### src/rtl/mem_stage.sv
// mem_stage: memory-access pipeline stage between execute and write-back.
// Registers the execute results, runs a load/store through a ready/request
// data-memory handshake, stalls upstream while the access is outstanding,
// emits a one-cycle retire beat, and forwards taken-branch redirects.
module mem_stage #(
    parameter int TIMEOUT = 16
) (
    input  logic        clk,
    input  logic        reset,
    input  logic        valid_in,
    input  logic [31:0] alu_result,
    input  logic [31:0] store_data,
    input  logic [4:0]  rd_in,
    input  logic        mem_read,
    input  logic        mem_write,
    input  logic        reg_write,
    input  logic        mem_to_reg,
    input  logic        branch_taken,
    input  logic [31:0] branch_target,
    output logic        stall_flag,
    output logic        dmem_req,
    output logic        dmem_we,
    output logic [31:0] dmem_addr,
    output logic [31:0] dmem_wdata,
    input  logic        dmem_ready,
    input  logic [31:0] dmem_rdata,
    output logic        wb_valid,
    output logic        wb_reg_write,
    output logic [4:0]  wb_rd,
    output logic [31:0] wb_data,
    output logic        pc_src,
    output logic [31:0] pc_target,
    output logic        mem_error
);

    typedef enum logic {IDLE, ACCESS} state_t;

    // Last wait-counter value before the access is abandoned.
    localparam logic [7:0] WAIT_LAST = 8'(TIMEOUT - 1);

    state_t      state, state_nx;
    logic [7:0]  wait_cnt;
    logic [4:0]  held_rd;
    logic        held_reg_write;
    logic        held_mem_to_reg;

    logic        is_mem;
    logic        misaligned;
    logic        accept;
    logic        start;
    logic        done;
    logic        expire;

    assign is_mem     = mem_read | mem_write;
    assign misaligned = |alu_result[1:0];
    assign stall_flag = (state == ACCESS);

    // State register.
    always_ff @(posedge clk or negedge reset) begin
        if (!reset) state <= IDLE;
        else        state <= state_nx;
    end

    // Next-state and per-cycle event decode.
    always_comb begin
        state_nx = state;
        accept   = 1'b0;
        start    = 1'b0;
        done     = 1'b0;
        expire   = 1'b0;
        case (state)
            IDLE: begin
                if (valid_in) begin
                    accept = 1'b1;
                    if (is_mem && !misaligned) begin
                        start    = 1'b1;
                        state_nx = ACCESS;
                    end
                end
            end
            ACCESS: begin
                if (dmem_ready) begin
                    done     = 1'b1;
                    state_nx = IDLE;
                end else if (wait_cnt == WAIT_LAST) begin
                    expire   = 1'b1;
                    state_nx = IDLE;
                end
            end
            default: state_nx = IDLE;
        endcase
    end

    // Wait counter: cleared on issue, counts ACCESS cycles without ready.
    always_ff @(posedge clk or negedge reset) begin
        if (!reset)
            wait_cnt <= '0;
        else if (start)
            wait_cnt <= '0;
        else if (stall_flag && !dmem_ready && !expire)
            wait_cnt <= wait_cnt + 8'd1;
    end

    // Memory request, retire beat, branch redirect and sticky error.
    // dmem_addr doubles as the latched ALU result for the retire data.
    always_ff @(posedge clk or negedge reset) begin
        if (!reset) begin
            dmem_req        <= 1'b0;
            dmem_we         <= 1'b0;
            dmem_addr       <= '0;
            dmem_wdata      <= '0;
            held_rd         <= '0;
            held_reg_write  <= 1'b0;
            held_mem_to_reg <= 1'b0;
            wb_valid        <= 1'b0;
            wb_reg_write    <= 1'b0;
            wb_rd           <= '0;
            wb_data         <= '0;
            pc_src          <= 1'b0;
            pc_target       <= '0;
            mem_error       <= 1'b0;
        end else begin
            wb_valid <= 1'b0;
            pc_src   <= 1'b0;

            if (accept) begin
                if (branch_taken) begin
                    pc_src    <= 1'b1;
                    pc_target <= branch_target;
                end
                if (start) begin
                    // Both read and write set behaves as a store.
                    dmem_req        <= 1'b1;
                    dmem_we         <= mem_write;
                    dmem_addr       <= alu_result;
                    dmem_wdata      <= store_data;
                    held_rd         <= rd_in;
                    held_reg_write  <= reg_write;
                    held_mem_to_reg <= mem_to_reg;
                end else begin
                    // Non-memory or misaligned: retire on the next edge.
                    wb_valid     <= 1'b1;
                    wb_rd        <= rd_in;
                    wb_data      <= alu_result;
                    wb_reg_write <= reg_write & ~is_mem;
                    if (is_mem) mem_error <= 1'b1;
                end
            end

            if (done) begin
                dmem_req     <= 1'b0;
                wb_valid     <= 1'b1;
                wb_rd        <= held_rd;
                wb_data      <= held_mem_to_reg ? dmem_rdata : dmem_addr;
                wb_reg_write <= held_reg_write & ~dmem_we;
            end

            if (expire) begin
                dmem_req     <= 1'b0;
                mem_error    <= 1'b1;
                wb_valid     <= 1'b1;
                wb_rd        <= held_rd;
                wb_data      <= dmem_addr;
                wb_reg_write <= 1'b0;
            end
        end
    end

endmodule

### config.mk
export PLATFORM = sky130hd
export DESIGN_NAME = mem_stage
export DESIGN_NICKNAME = d
export VERILOG_FILES = /design/src/rtl/mem_stage.sv
export SDC_FILE = /design/constraint.sdc
export NUM_CORES = 1
export LEC_CHECK = 0
export ABC_AREA = 1
export CORE_UTILIZATION = 44
export CTS_CLUSTER_DIAMETER = 100
export DETAILED_ROUTE_END_ITERATION = 8
export HOLD_SLACK_MARGIN = 0.08
export PLACE_DENSITY = 0.8
export REMOVE_ABC_BUFFERS = 1
export SLEW_MARGIN = 20
export SYNTH_ARGS = -nofsm -noshare
export SYNTH_HDL_FRONTEND = slang
export SYNTH_SLANG_ARGS = --single-unit
### constraint.sdc
create_clock -name clk -period 2 [get_ports clk]
set_input_delay 0.3 -clock clk [delete_from_list [all_inputs] [get_ports clk]]
set_output_delay 0.3 -clock clk [all_outputs]
set_load 0.01 [all_outputs]
After elaboration in Yosys (flattened, before gate mapping)

Cells that the tools add are included.

$add $sub $neg: 1
Bitwise operators: 6
Mux-type cells: 42
Reduce and logical (&&, ||, !) cells: 17
Equality and inequality tests: 3

Operators with widths:

| operator            | number |
|---|---|
| $mux 32             | 5 |
| $mux 1              | 30 |
| $mux 5              | 4 |
| $mux 8              | 2 |
| $add 8x1->8 const B | 1 |
| $eq 8x4->1 const B  | 1 |
| $reduce_and 2->1    | 4 |
| $reduce_bool 2->1   | 3 |
| $reduce_bool 3->1   | 2 |
| $logic_and 1x1->1   | 3 |
| $logic_not 1->1     | 3 |
| $ne 3x1->1 const B  | 1 |
| $not 1->1           | 3 |
| $reduce_and 3->1    | 1 |
| $and 1x1->1         | 2 |
| $ne 2x1->1 const B  | 1 |
| $pmux 1 s2          | 1 |
| $reduce_or 2->1     | 1 |
| $or 1x1->1          | 1 |

Logic and storage cells: 85
Output and inout bits: 140
Input port bits: 142
Flip-flop bits (word level): 155

Logic depth before layout (Yosys ltp)

Gate-level depths: netlist of the first run.

Word-level depth: 10
Mapped depth: 10
Gate-level depth less buffers: 8

Worst setup path before layout of the first run

OpenSTA, ideal clock, no wires.

Path type: reg-to-reg
Start: register wait_cnt[0]
End: register wb_rd[0]
Cell stages (with the launch flop): 11
Data arrival time: 1,504 ps
Period minus slack after synthesis: 1,621 ps
Required time: 1,883 ps
Buffers on the path: 2
Slack: 379 ps
Setup time: 117 ps
Cells stage by stage: dfrtp_1 > ha_1 > nand3_1 > nor2_4 > nand3_1 > nand2_1 > inv_2 > buf_6 > buf_6 > nand2_1 > nand2_1

Word-level cells in the longest chain between the ends: 6
Elaborated cells between the ends (all ways): 8
Those cells by class: 2 x eq/ne; 4 x mux; 2 x reduce/logical

RTL lines:

| what                                                      | RTL line | RTL |
|---|---|---|
| start, declared                                           | 42       | `logic [7:0] wait_cnt;` |
| start signal, assigned                                    | 101      | `wait_cnt <= wait_cnt + 8'd1;` |
| $eq 8x4->1 *                                              | 85       | `end else if (wait_cnt == WAIT_LAST) begin` |
| $mux 1 *                                                  | 85       |  |
| $mux 1 *                                                  | 82       | `if (dmem_ready) begin` |
| $mux 1 *                                                  | 71       | `case (state)` |
| $ne 3x1->1 (no line) or $reduce_bool 3->1 (tied branches) | --       |  |
| $reduce_and 2->1 (no line)                                | --       |  |
| end signal, assigned                                      | 143      | `wb_rd <= rd_in;` |
| end signal, assigned                                      | 153      | `wb_rd <= held_rd;` |
| end signal, assigned                                      | 162      | `wb_rd <= held_rd;` |
| end, declared                                             | 29       | `output logic [4:0] wb_rd,` |

Every way passes the cells marked *; elsewhere a longest branch is shown, timed or not.
A chain may end at the register's enable or synchronous reset.

Final worst setup path of the first run

Start: register wait_cnt[0]
End: register wb_data[16]

Word-level cells in the longest chain between the ends: 6
Elaborated cells between the ends (all ways): 8
Those cells by class: 2 x eq/ne; 4 x mux; 2 x reduce/logical

RTL lines:

| what                                                      | RTL line | RTL |
|---|---|---|
| $eq 8x4->1 *                                              | 85       |  |
| $mux 1 *                                                  | 85       |  |
| $mux 1 *                                                  | 82       |  |
| $mux 1 *                                                  | 71       |  |
| $ne 3x1->1 (no line) or $reduce_bool 3->1 (tied branches) | --       |  |
| $reduce_and 2->1 (no line)                                | --       |  |
| end signal, assigned                                      | 144      | `wb_data <= alu_result;` |
| end signal, assigned                                      | 154      | `wb_data <= held_mem_to_reg ? dmem_rdata : dmem_addr;` |
| end signal, assigned                                      | 163      | `wb_data <= dmem_addr;` |
| end, declared                                             | 30       | `output logic [31:0] wb_data,` |

Marks and branches as above.

==> metrics.md, run 1 <==
| Metric | Value |
|---|---|
| Outcome | `complete, no violations` |
| CP bufs+invs | `2` |
| DR pass1 iterations | `4` |
| Top Family by Delay on Critical Path | `simple AND/OR/NAND/NOR gates` |
| Top cells by area, synth | `dfrtp_1 (53%), nand2_1 (21%), mux2_2 (9.7%)` |
| Pin count of the biggest net entering global routing | `53` |
| CP max-delay cell | `dfrtp_1` |
| Worst Hold Margin | `just over 300 ps` |
| Most common cell after layout, fill and taps aside | `nand2_1` |
| Post-synthesis cell count | `858` |
| Fin. max-slew vios | `0` |
| Post-synth top flop | `dfrtp_1` |
| Period utilization | `87.63%` |
| Fmax | `570.6 MHz` |
| Synth area leader | `dfrtp_1` |
| Max transition margin | `about four fifths` |
| Peak supply drop | `0.0005775 V` |
| Non-filler instance count after layout | `1374` |
| Leakage power | `5.495 nW` |
| Routed Antenna Nets | `0` |
| Core ar. | `16060 µm²` |
| Fill count | `1257` |
| Post-synthesis sequential area ratio | `53.16%` |
| Ys Warns | `0` |
| Drt wl/cell | `15.71 µm` |
| Reg2Reg Setup Slack | `between 200 and 250 ps` |
| RSZ-0062 raised after global routing | `no` |
| First-pass GRT wire length | `33760 µm` |
| Post-cts sizing count | `0` |
| CTS clk-pin slew, worst paths | `60 ps` |
| Total number of vias | `around 6700` |
| Seq cells post-synth | `approximately 160` |
| DP Cell Count | `1337` |
| FP Rows | `between 40 and 50` |
| Clock Skews | `7.005 ps` |
| Vias in the first global route | `6659` |
| Total power | `10.58 mW` |
| Ports | `282` |
| CP endpoint kind | `flip-flop` |
| # port buffers | `about 280` |
| DRT Wirelength | `21580 µm` |
| Critical Path, Cell by Cell | `ha_1 -> nand3_1 -> nor2_4 -> nand3_1 -> nand2_2 -> inv_2 -> buf_12 -> nand2_1 -> nand2_1` |
| Latest clock arrival within the worst-skew pair | `~420 ps` |
| Async SR Flop Fraction | `100.0%` |
| Synth Cell Area | `7296 µm²` |
| CP Class | `flip-flop to flip-flop` |
| Iteration-0 DRC Markers | `roughly 360` |
| Initial antenna violation count | `1` |
| Pwr/cell area | `around 950 nW/µm²` |
| Layout cells sized above 1 | `11.93%` |
| Startpoint types | `flip-flop` |
| Maxcap violations | `0` |
| Dpl hpwl | `15540 µm` |
| Clock Sinks | `155` |
| CTS Buf Count | `17` |
| Setup_tns | `0 ps` |
| Most frequent cells in the layout | `nand2_1 (405), clkdlybuf4s50_1 (280), dfrtp_1 (154)` |
| Residual DRC count | `0` |
| Die Span X | `around 130 µm` |
| Global route overflow | `0` |
| Max stage delay on crit path | `390 ps` |
| Worst EP arrival | `2060 ps` |
| DP Area | `10520 µm²` |
| RD Place Congestion | `0.7798` |
| Crit path required time | `around 2300 ps` |
| Vias per std cell | `4.841` |
| Crit path launch | `wait_cnt[0]` |
| EDFF count, synth | `0` |
| R2R depth | `9` |
| Die height | `130.8 µm` |
| All-layer global routing usage | `26.29%` |
| FF-to-FF End | `wb_data[16]` |
| CP max FO | `23` |
| Initial core utilization | `45.43%` |
| Critical Path End | `wb_data[16]` |
| Hold Path Class | `input port to asynchronous set/reset pin` |
| Synthesis-to-finish area growth | `52.74%` |
| Nets | `1287` |
| Root Buffer | `clkbuf_16` |
| Final Hold Vio Count | `0` |
| Total die area | `17100 µm²` |
| Mean Syn Cell Area | `8.503 µm²` |
| CTS tree | `built` |
| Final setup viols | `0` |
| Tmin final | `1753 ps` |
| H-tree depth | `4` |
| WP depth | `9` |
| Share of the synthesized area in the top cell type | `a little over half` |
| Synth unique cells | `27` |
| R2r startpoint | `wait_cnt[0]` |
| CTS Buffer Depth | `2` |
| Design area | `11140 µm²` |
| Worst Tran Pin Value | `301.9 ps` |
-- worst min-delay path by stage --
stage	to	cells past startpoint	startpoint
after floorplan	dmem_addr[0]	0	reset
after global placement	dmem_addr[11]	1	reset
after detailed placement	dmem_addr[12]	1	reset
after CTS	dmem_addr[12]	2	reset
after global routing	dmem_addr[11]	2	reset
final	dmem_addr[11]	2	reset
-- Yosys cell counts (2+ instances only) --
master / count
inv_2: 3
dfrtp_1: 155
nand3_1: 51
o21ai_1: 3
clkbuf_1: 24
o21ai_0: 4
nor2_1: 16
nor2_2: 2
nand2_1: 407
inv_1: 59
mux2_2: 63
buf_1: 4
buf_2: 14
buf_6: 4
a21oi_1: 4
o211ai_1: 32
nand4_1: 3
-- stage by stage --
step	util, %	setup WS [ps]
2_1_floorplan	-	-968.1
3_3_place_gp	65.51	-19.28
3_5_place_dp	65.51	-28.06
4_1_cts	69.24	124.5
5_1_grt	69.39	44.07
6_report	69.39	247.4
-- report_power, final --
group	internal, mW	total [mW]	switching [mW]
clock	1.86	3.17	1.31
combinational	1.79	3.12	1.33
sequential	3.79	4.28	0.497
-- final cells by class --
cell class,count,area [µm²],share of cell area (%)
flip-flops and latches,155,3880,34.82
repair buffers,314,3202,28.73
multi-input cells,594,2967,26.62
clock buffers,21,480.5,4.312
well taps,216,270.3,2.425
inverters,62,232.7,2.088
clock inverters,11,108.9,0.9769
diodes,1,2.502,0.02246
-- logic make-up after synthesis --
kind of cell | Yosys count | share of synthesized area (%)
AND/OR/NAND/NOR | 482 | 26.03
flip-flops | 155 | 53.16
buffers and inverters | 109 | 6.311
multiplexers | 63 | 9.724
AO/OA/AOI/OAI | 46 | 4.356
XOR/XNOR | 2 | 0.2401
adder cells (fa/ha/maj) | 1 | 0.1715
-- metal layers --
layer	part of all wire [%]	global-route usage (%)	vias up
li1	-	-	3271
met1	40	30.53	3079
met2	48	44.44	269
met3	10	10.34	33
met4	2.1	8.654	0
met5	0	0	-
-- what timing repair did --
action,4_1_cts,5_1_grt
hold endpoints to repair,65,0
endpoints found under the setup margin,0,28
buffers inserted,0,3
hold buffers,1,0
(Power assumes the default switching activity.)
==> run 2, diff against run 1 <==
- CORE_MARGIN: default -> 2
==> run 2 against run 1 <==
  * Critical path depth decreased by 1
  * Combinational power about the same
  * Final area decreased by 0.57%
  * Via count increased by 0.87%
  * Clock skew about the same
  * Power increased by 1.3%
  * Hold slack improved by 98 ps
  * Cell count decreased by 0.29%
  * Register-to-register slack got worse by 70 ps
  * Wire length increased by 1.5%
  * Non-clock buffer count decreased by 8
  * Largest cell class unchanged
  * Largest power group unchanged
==> metrics.md, run 2 (synthesis gave the netlist of run 1 again) <==
| Metric | Value |
|---|---|
| Outcome | `complete, no violations` |
| Top Family by Delay on Critical Path | `simple AND/OR/NAND/NOR gates` |
| CP bufs+invs | `1 (-1)` |
| Fin. max-slew vios | `0 (unchanged)` |
| Total number of vias | `6710 (+0.87%)` |
| Layout cells sized above 1 | `11.31% (-0.61 points)` |
| Design area | `11080 µm² (-0.57%)` |
| Int Power | `7.536 mW (+1.4%)` |
| R2r startpoint | `wait_cnt[0]` |
| Drt wl/cell | `15.99 µm (+1.8%)` |
| CTS clk-pin slew, worst paths | `60 ps (about the same)` |
| Reg2Reg Setup Slack | `180 ps (-70 ps)` |
| Pin count of the biggest net entering global routing | `55 (+3.8%)` |
| Critical Path, Cell by Cell | `ha_1 -> nand3_1 -> nor2_4 -> nand3_1 -> nand2_1 -> buf_6 -> nand3_1 -> nand2_1` |
| Routed Antenna Nets | `0 (unchanged)` |
| Period utilization | `91.11% (+3.5 points)` |
| Max stage delay on crit path | `390 ps (about the same)` |
| Fmax | `548.8 MHz (-3.8%)` |
| Latest clock arrival within the worst-skew pair | `420 ps (about the same)` |
| Worst Tran Pin Value | `521.5 ps (+219.7 ps)` |
| Most common cell after layout, fill and taps aside | `nand2_1` |
| Global route overflow | `0 (unchanged)` |
| Crit path required time | `2360 ps (+50 ps)` |
| Area of the multi-input gates | `2972 µm² (+0.17%)` |
| Setup bufs post-CTS | `0 (unchanged)` |
| Worst EP arrival | `2180 ps (+120 ps)` |
| All-layer global routing usage | `25.27% (-1.0 points)` |
| # port buffers | `281 (unchanged)` |
| Vias in the first global route | `6647 (-0.18%)` |
| Final Hold Vio Count | `0 (unchanged)` |
| NetSw | `3.178 mW (+1.2%)` |
| CTS Buffer Depth | `2 (unchanged)` |
| H-tree depth | `4 (unchanged)` |
| Logic gate share of total power | `28.8% (-0.7 points)` |
| Hold Path Class | `input port to asynchronous set/reset pin` |
| Tmin final | `1822 ps (+69.65 ps)` |
| Iteration-0 DRC Markers | `379 (+4.7%)` |
| Maxcap violations | `0 (unchanged)` |
| R2R depth | `8 (-1)` |
| First-pass GRT wire length | `34990 µm (+3.6%)` |
| FF/Latch Area | `3880 µm² (unchanged)` |
| Initial antenna violation count | `1 (unchanged)` |
| Ports | `282 (unchanged)` |
| DRT Wirelength | `21900 µm (+1.5%)` |
| Worst Hold Margin | `403.1 ps (+98.40 ps)` |
| FP Rows | `47 (+2.2%)` |
| Non-filler instance count after layout | `1370 (-0.29%)` |
| DR pass1 iterations | `5 (+1)` |
| FF-to-FF End | `wb_reg_write` |
| Most frequent cells in the layout | `nand2_1 (405), clkdlybuf4s50_1 (280), dfrtp_1 (154)` |
| Die height | `132.8 µm (+1.5%)` |
| Fill count | `1280 (+1.8%)` |
| Clock Skews | `6.817 ps (-0.1881 ps)` |
| CTS Buf Count | `17 (unchanged)` |
| Core ar. | `16410 µm² (+2.2%)` |
| Startpoint types | `flip-flop` |
| Sw frac | `29.66% (-0.031 points)` |
| Residual DRC count | `0 (unchanged)` |
| CP endpoint kind | `flip-flop` |
| Leakage power | `5.453 nW (-0.76%)` |
| Crit path top cell by count | `nand3_1` |
| Nets | `1279 (-0.62%)` |
| Total die area | `17630 µm² (+3.1%)` |
| RD Place Congestion | `0.8305 (+6.5%)` |
| CP Class | `flip-flop to flip-flop` |
| Max transition margin | `65.23% (-15 points)` |
| Vias per std cell | `4.898 (+1.2%)` |
| Pwr/cell area | `967.0 nW/µm² (+1.9%)` |
| Root Buffer | `clkbuf_16` |
| DP Area | `10440 µm² (-0.74%)` |
| Clock power share | `31.3% (+1.3 points)` |
| WP depth | `8 (-1)` |
| Flop pwr share | `39.9% (-0.6 points)` |
| Final setup viols | `0 (unchanged)` |
| CTS tree | `built` |
| DP Cell Count | `1336 (-0.075%)` |
| Initial core utilization | `44.47% (-0.97 points)` |
| Clock Sinks | `155 (unchanged)` |
| Peak supply drop | `0.0006443 V (+12%)` |
| CP max FO | `39 (+70%)` |
| Dpl hpwl | `15270 µm (-1.7%)` |
| CP max-delay cell | `dfrtp_1` |
| Synthesis-to-finish area growth | `51.86%` |
| Die Span X | `132.8 µm (+1.5%)` |
run 2: cell count changes in the layout (fill, tap and decap cells not counted), moves of 2 or more:
cell       previous run  this run
buf_4                21        14
buf_6                 1         4
bufinv_16             1         3
clkbuf_8              4         0
buf_12               11         7
inv_6                 3         6
run 2: per-layer routing:
layer | GRT usage [%] | up-vias | part of all wire [%]
li1 | - | 3273 | -
met1 | 30.39 | 3114 | 40
met2 | 41.62 | 299 | 48
met3 | 9.885 | 24 | 11
met4 | 8.542 | 0 | 1.6
met5 | 0 | - | 0
run 2: per-stage QoR:
step | power, mW | TNS (ps) | utilization (%) | setup slack, ps
finish | 10.71 | 0 | 67.53 | 177.7
global placement | 7.330 | -8.348 | 63.64 | -8.057
global route | 11.26 | -1.422 | 67.53 | -1.422
floorplan | 5.432 | -109150 | - | -968.1
detailed placement | 7.414 | -175.9 | 63.64 | -25.38
CTS | 10.82 | 0 | 67.43 | 80.69
run 2: layout make-up:
cell class	count	share of cell area (%)
antenna	1	0.02259
clock inverter	15	1.683
sequential	155	35.02
multi-input combinational	594	26.82
clock buffer	17	3.840
timing repair buffer	306	28.01
inverter	62	2.123
tap	220	2.484
run 2: worst max path at each step:
stage | from | endpoint
6_report | wait_cnt[0] | wb_reg_write
5_1_grt | wait_cnt[0] | wb_rd[0]
4_1_cts | wait_cnt[0] | wb_data[21]
3_5_place_dp | dmem_ready | wb_rd[1]
3_3_place_gp | dmem_ready | wb_data[31]
2_1_floorplan | stall_flag | wb_rd[0]
run 2: power by group through the flow:
stage | logic [mW] | clock network (mW) | registers [mW]
after floorplan | 0.874 | 0 | 4.56
after global placement | 3.04 | 0 | 4.29
after detailed placement | 3.10 | 0 | 4.31
after CTS | 3.12 | 3.43 | 4.27
after global routing | 3.35 | 3.55 | 4.36
final | 3.09 | 3.35 | 4.27
run 2: timing repair:
item,in CTS,in global routing
setup endpoints to repair,0,44
hold buffers,1,0
hold endpoints to repair,46,0
resized for setup,0,5
==> run 3, diff against run 2 <==
- MAX_ROUTING_LAYER: default -> met4
- SKIP_LAST_GASP: default -> 1
==> run 3 against run 2 <==
  * Hold slack got worse by 6.7 ps
  * Power barely moved
  * Sequential cell count did not move
  * Clock-buffer cell count did not move
  * First-iteration DRC count rose by 2.1%
  * Cell count did not move
  * Via count fell by 0.52%
  * Final area did not move
  * Combinational power barely moved
  * Sequential power barely moved
  * Worst setup slack improved by 4.3 ps
  * Die area did not move
  * Critical path type unchanged
==> metrics.md, run 3 (synthesis gave the netlist of run 1 again) <==
| Metric | Value |
|---|---|
| CP max FO | `39 (unchanged)` |
| Core ar. | `16410 µm² (unchanged)` |
| CTS clk-pin slew, worst paths | `70 ps (about the same)` |
| H-tree depth | `4 (unchanged)` |
| Crit path launch | `wait_cnt[0]` |
| Initial core utilization | `44.47% (unchanged)` |
| Die Span X | `132.8 µm (unchanged)` |
| Dpl hpwl | `15270 µm (unchanged)` |
| Vias per std cell | `4.872 (-0.52%)` |
| Synthesis-to-finish area growth | `51.86% (unchanged)` |
| Outcome | `complete, no violations` |
| Setup ws final | `182.0 ps (+4.292 ps)` |
| Pin count of the biggest net entering global routing | `55 (unchanged)` |
| Die height | `132.8 µm (unchanged)` |
| Period utilization | `90.90% (-0.21 points)` |
| Fin. max-slew vios | `0 (unchanged)` |
| FP Rows | `47 (unchanged)` |
| Total die area | `17630 µm² (unchanged)` |
| Ports | `282 (unchanged)` |
| Most common cell after layout, fill and taps aside | `nand2_1` |
| Clock Skews | `7.776 ps (+0.9587 ps)` |
| Iteration-0 DRC Markers | `387 (+2.1%)` |
| Non-filler instance count after layout | `1370 (unchanged)` |
| Nets | `1279 (unchanged)` |
| Hold Path Class | `input port to asynchronous set/reset pin` |
| Critical Path, Cell by Cell | `ha_1 -> nand3_1 -> nor2_4 -> nand3_1 -> nand2_1 -> buf_6 -> nand2_1 -> nand2_1` |
| Worst Tran Pin Value | `515.6 ps (-5.970 ps)` |
| Total power | `10.72 mW (about the same)` |
| Final setup viols | `0 (unchanged)` |
| CTS Buffer Depth | `2 (unchanged)` |
| CP endpoint kind | `flip-flop` |
| R2r startpoint | `wait_cnt[0]` |
| Latest clock arrival within the worst-skew pair | `410 ps (about the same)` |
| DRT Wirelength | `21890 µm (about the same)` |
| Residual DRC count | `0 (unchanged)` |
| Layout cells sized above 1 | `11.31% (unchanged)` |
| CTS Buf Count | `17 (unchanged)` |
| RSZ-0062 raised after global routing | `no` |
| Root Buffer | `clkbuf_16` |
| CP Class | `flip-flop to flip-flop` |
| Fmax | `550.1 MHz (+0.24%)` |
| Initial antenna violation count | `1 (unchanged)` |
| FF-to-FF End | `wb_data[25]` |
| Crit path required time | `2350 ps (about the same)` |
| Startpoint types | `flip-flop` |
| Final Hold Vio Count | `0 (unchanged)` |
| Setup bufs post-CTS | `0 (unchanged)` |
| Pwr/cell area | `967.7 nW/µm² (about the same)` |
| # port buffers | `281 (unchanged)` |
| Clock Sinks | `155 (unchanged)` |
| Max stage delay on crit path | `390 ps (about the same)` |
| Critical Path End | `wb_data[25]` |
| Vias in the first global route | `6652 (+0.075%)` |
| Most frequent cells in the layout | `nand2_1 (405), clkdlybuf4s50_1 (280), dfrtp_1 (154)` |
| Leakage power | `5.453 nW (unchanged)` |
| Peak supply drop | `0.0006451 V (+0.12%)` |
| All-layer global routing usage | `26.08% (+0.82 points)` |
| DR pass1 iterations | `5 (unchanged)` |
| Maxcap violations | `0 (unchanged)` |
| Reg2Reg Setup Slack | `180 ps (about the same)` |
| RD Place Congestion | `0.8432 (+1.5%)` |
| CP max-delay cell | `dfrtp_1` |
| DP Worst Slack | `-25.38 ps (unchanged)` |
| Drt wl/cell | `15.97 µm (about the same)` |
| R2R depth | `8 (unchanged)` |
| Max transition margin | `65.63% (+0.40 points)` |
| Routed Antenna Nets | `0 (unchanged)` |
| CTS tree | `built` |
| DP Cell Count | `1336 (unchanged)` |
| First-pass GRT wire length | `34960 µm (about the same)` |
| Global route overflow | `0 (unchanged)` |
| Tmin final | `1818 ps (-4.292 ps)` |
| Crit path top cell by count | `nand2_1` |
| Worst EP arrival | `2160 ps (-20 ps)` |
| Total number of vias | `6675 (-0.52%)` |
-- run 3: worst max-delay path, delay by kind of cell (launching register included) --
family / cells / cell delay, ps
adder cells (fa/ha/maj): 1 / 260
AND/OR/NAND/NOR: 6 / 760
buffers and inverters: 1 / 300
flip-flops: 1 / 390
-- run 3: stage by stage --
stage | hold WS (ps) | utilization, % | cell area (µm²) | TNS (ps)
2_1_floorplan | 4.409 | - | 7068 | -109150
3_3_place_gp | 284.9 | 63.64 | 10440 | -8.348
3_5_place_dp | 290.5 | 63.64 | 10440 | -175.9
4_1_cts | 398.2 | 67.43 | 11060 | 0
5_1_grt | 404.9 | 67.53 | 11080 | 0
6_report | 396.3 | 67.53 | 11080 | 0
-- run 3: final cells by class --
type                    instances  area (µm²)
multi-input cells             594        2972
well taps                     220       275.3
clock buffers                  17       425.4
fillers                      1280        5328
repair buffers                306        3103
diodes                          1       2.502
flip-flops and latches        155        3880
clock inverters                15       186.4
inverters                      62       235.2
-- run 3: routing by layer --
metal	global-route usage (%)	wire, µm	up-vias
met5	-	0	-
met2	41.65	10470	272
li1	-	-	3270
met4	8.542	344	0
met3	8.544	2084	25
met1	31.37	8987	3108
-- run 3: timing repair --
action                                 CTS  global route
endpoints found under the hold margin   46             0
hold buffers                             1             0
resized for setup                        0             5
setup endpoints to repair                0            44
-- run 3: power by group --
group	total, mW	switching (mW)	internal (mW)
sequential	4.27	0.488	3.79
combinational	3.09	1.33	1.76
clock	3.36	1.37	1.99
total	10.7	3.19	7.54
-- run 3: worst min-delay path by stage --
| stage | slack [ps] | end | from | cells after the start |
|---|---|---|---|---|
| floorplan | 4 | dmem_addr[0] | reset | 0 |
| global placement | 280 | dmem_addr[18] | reset | 1 |
| detailed placement | 290 | dmem_addr[18] | reset | 1 |
| CTS | 400 | pc_target[9] | branch_target[9] | 3 |
| global route | 400 | pc_target[28] | branch_target[28] | 3 |
| finish | 400 | dmem_addr[27] | reset | 2 |
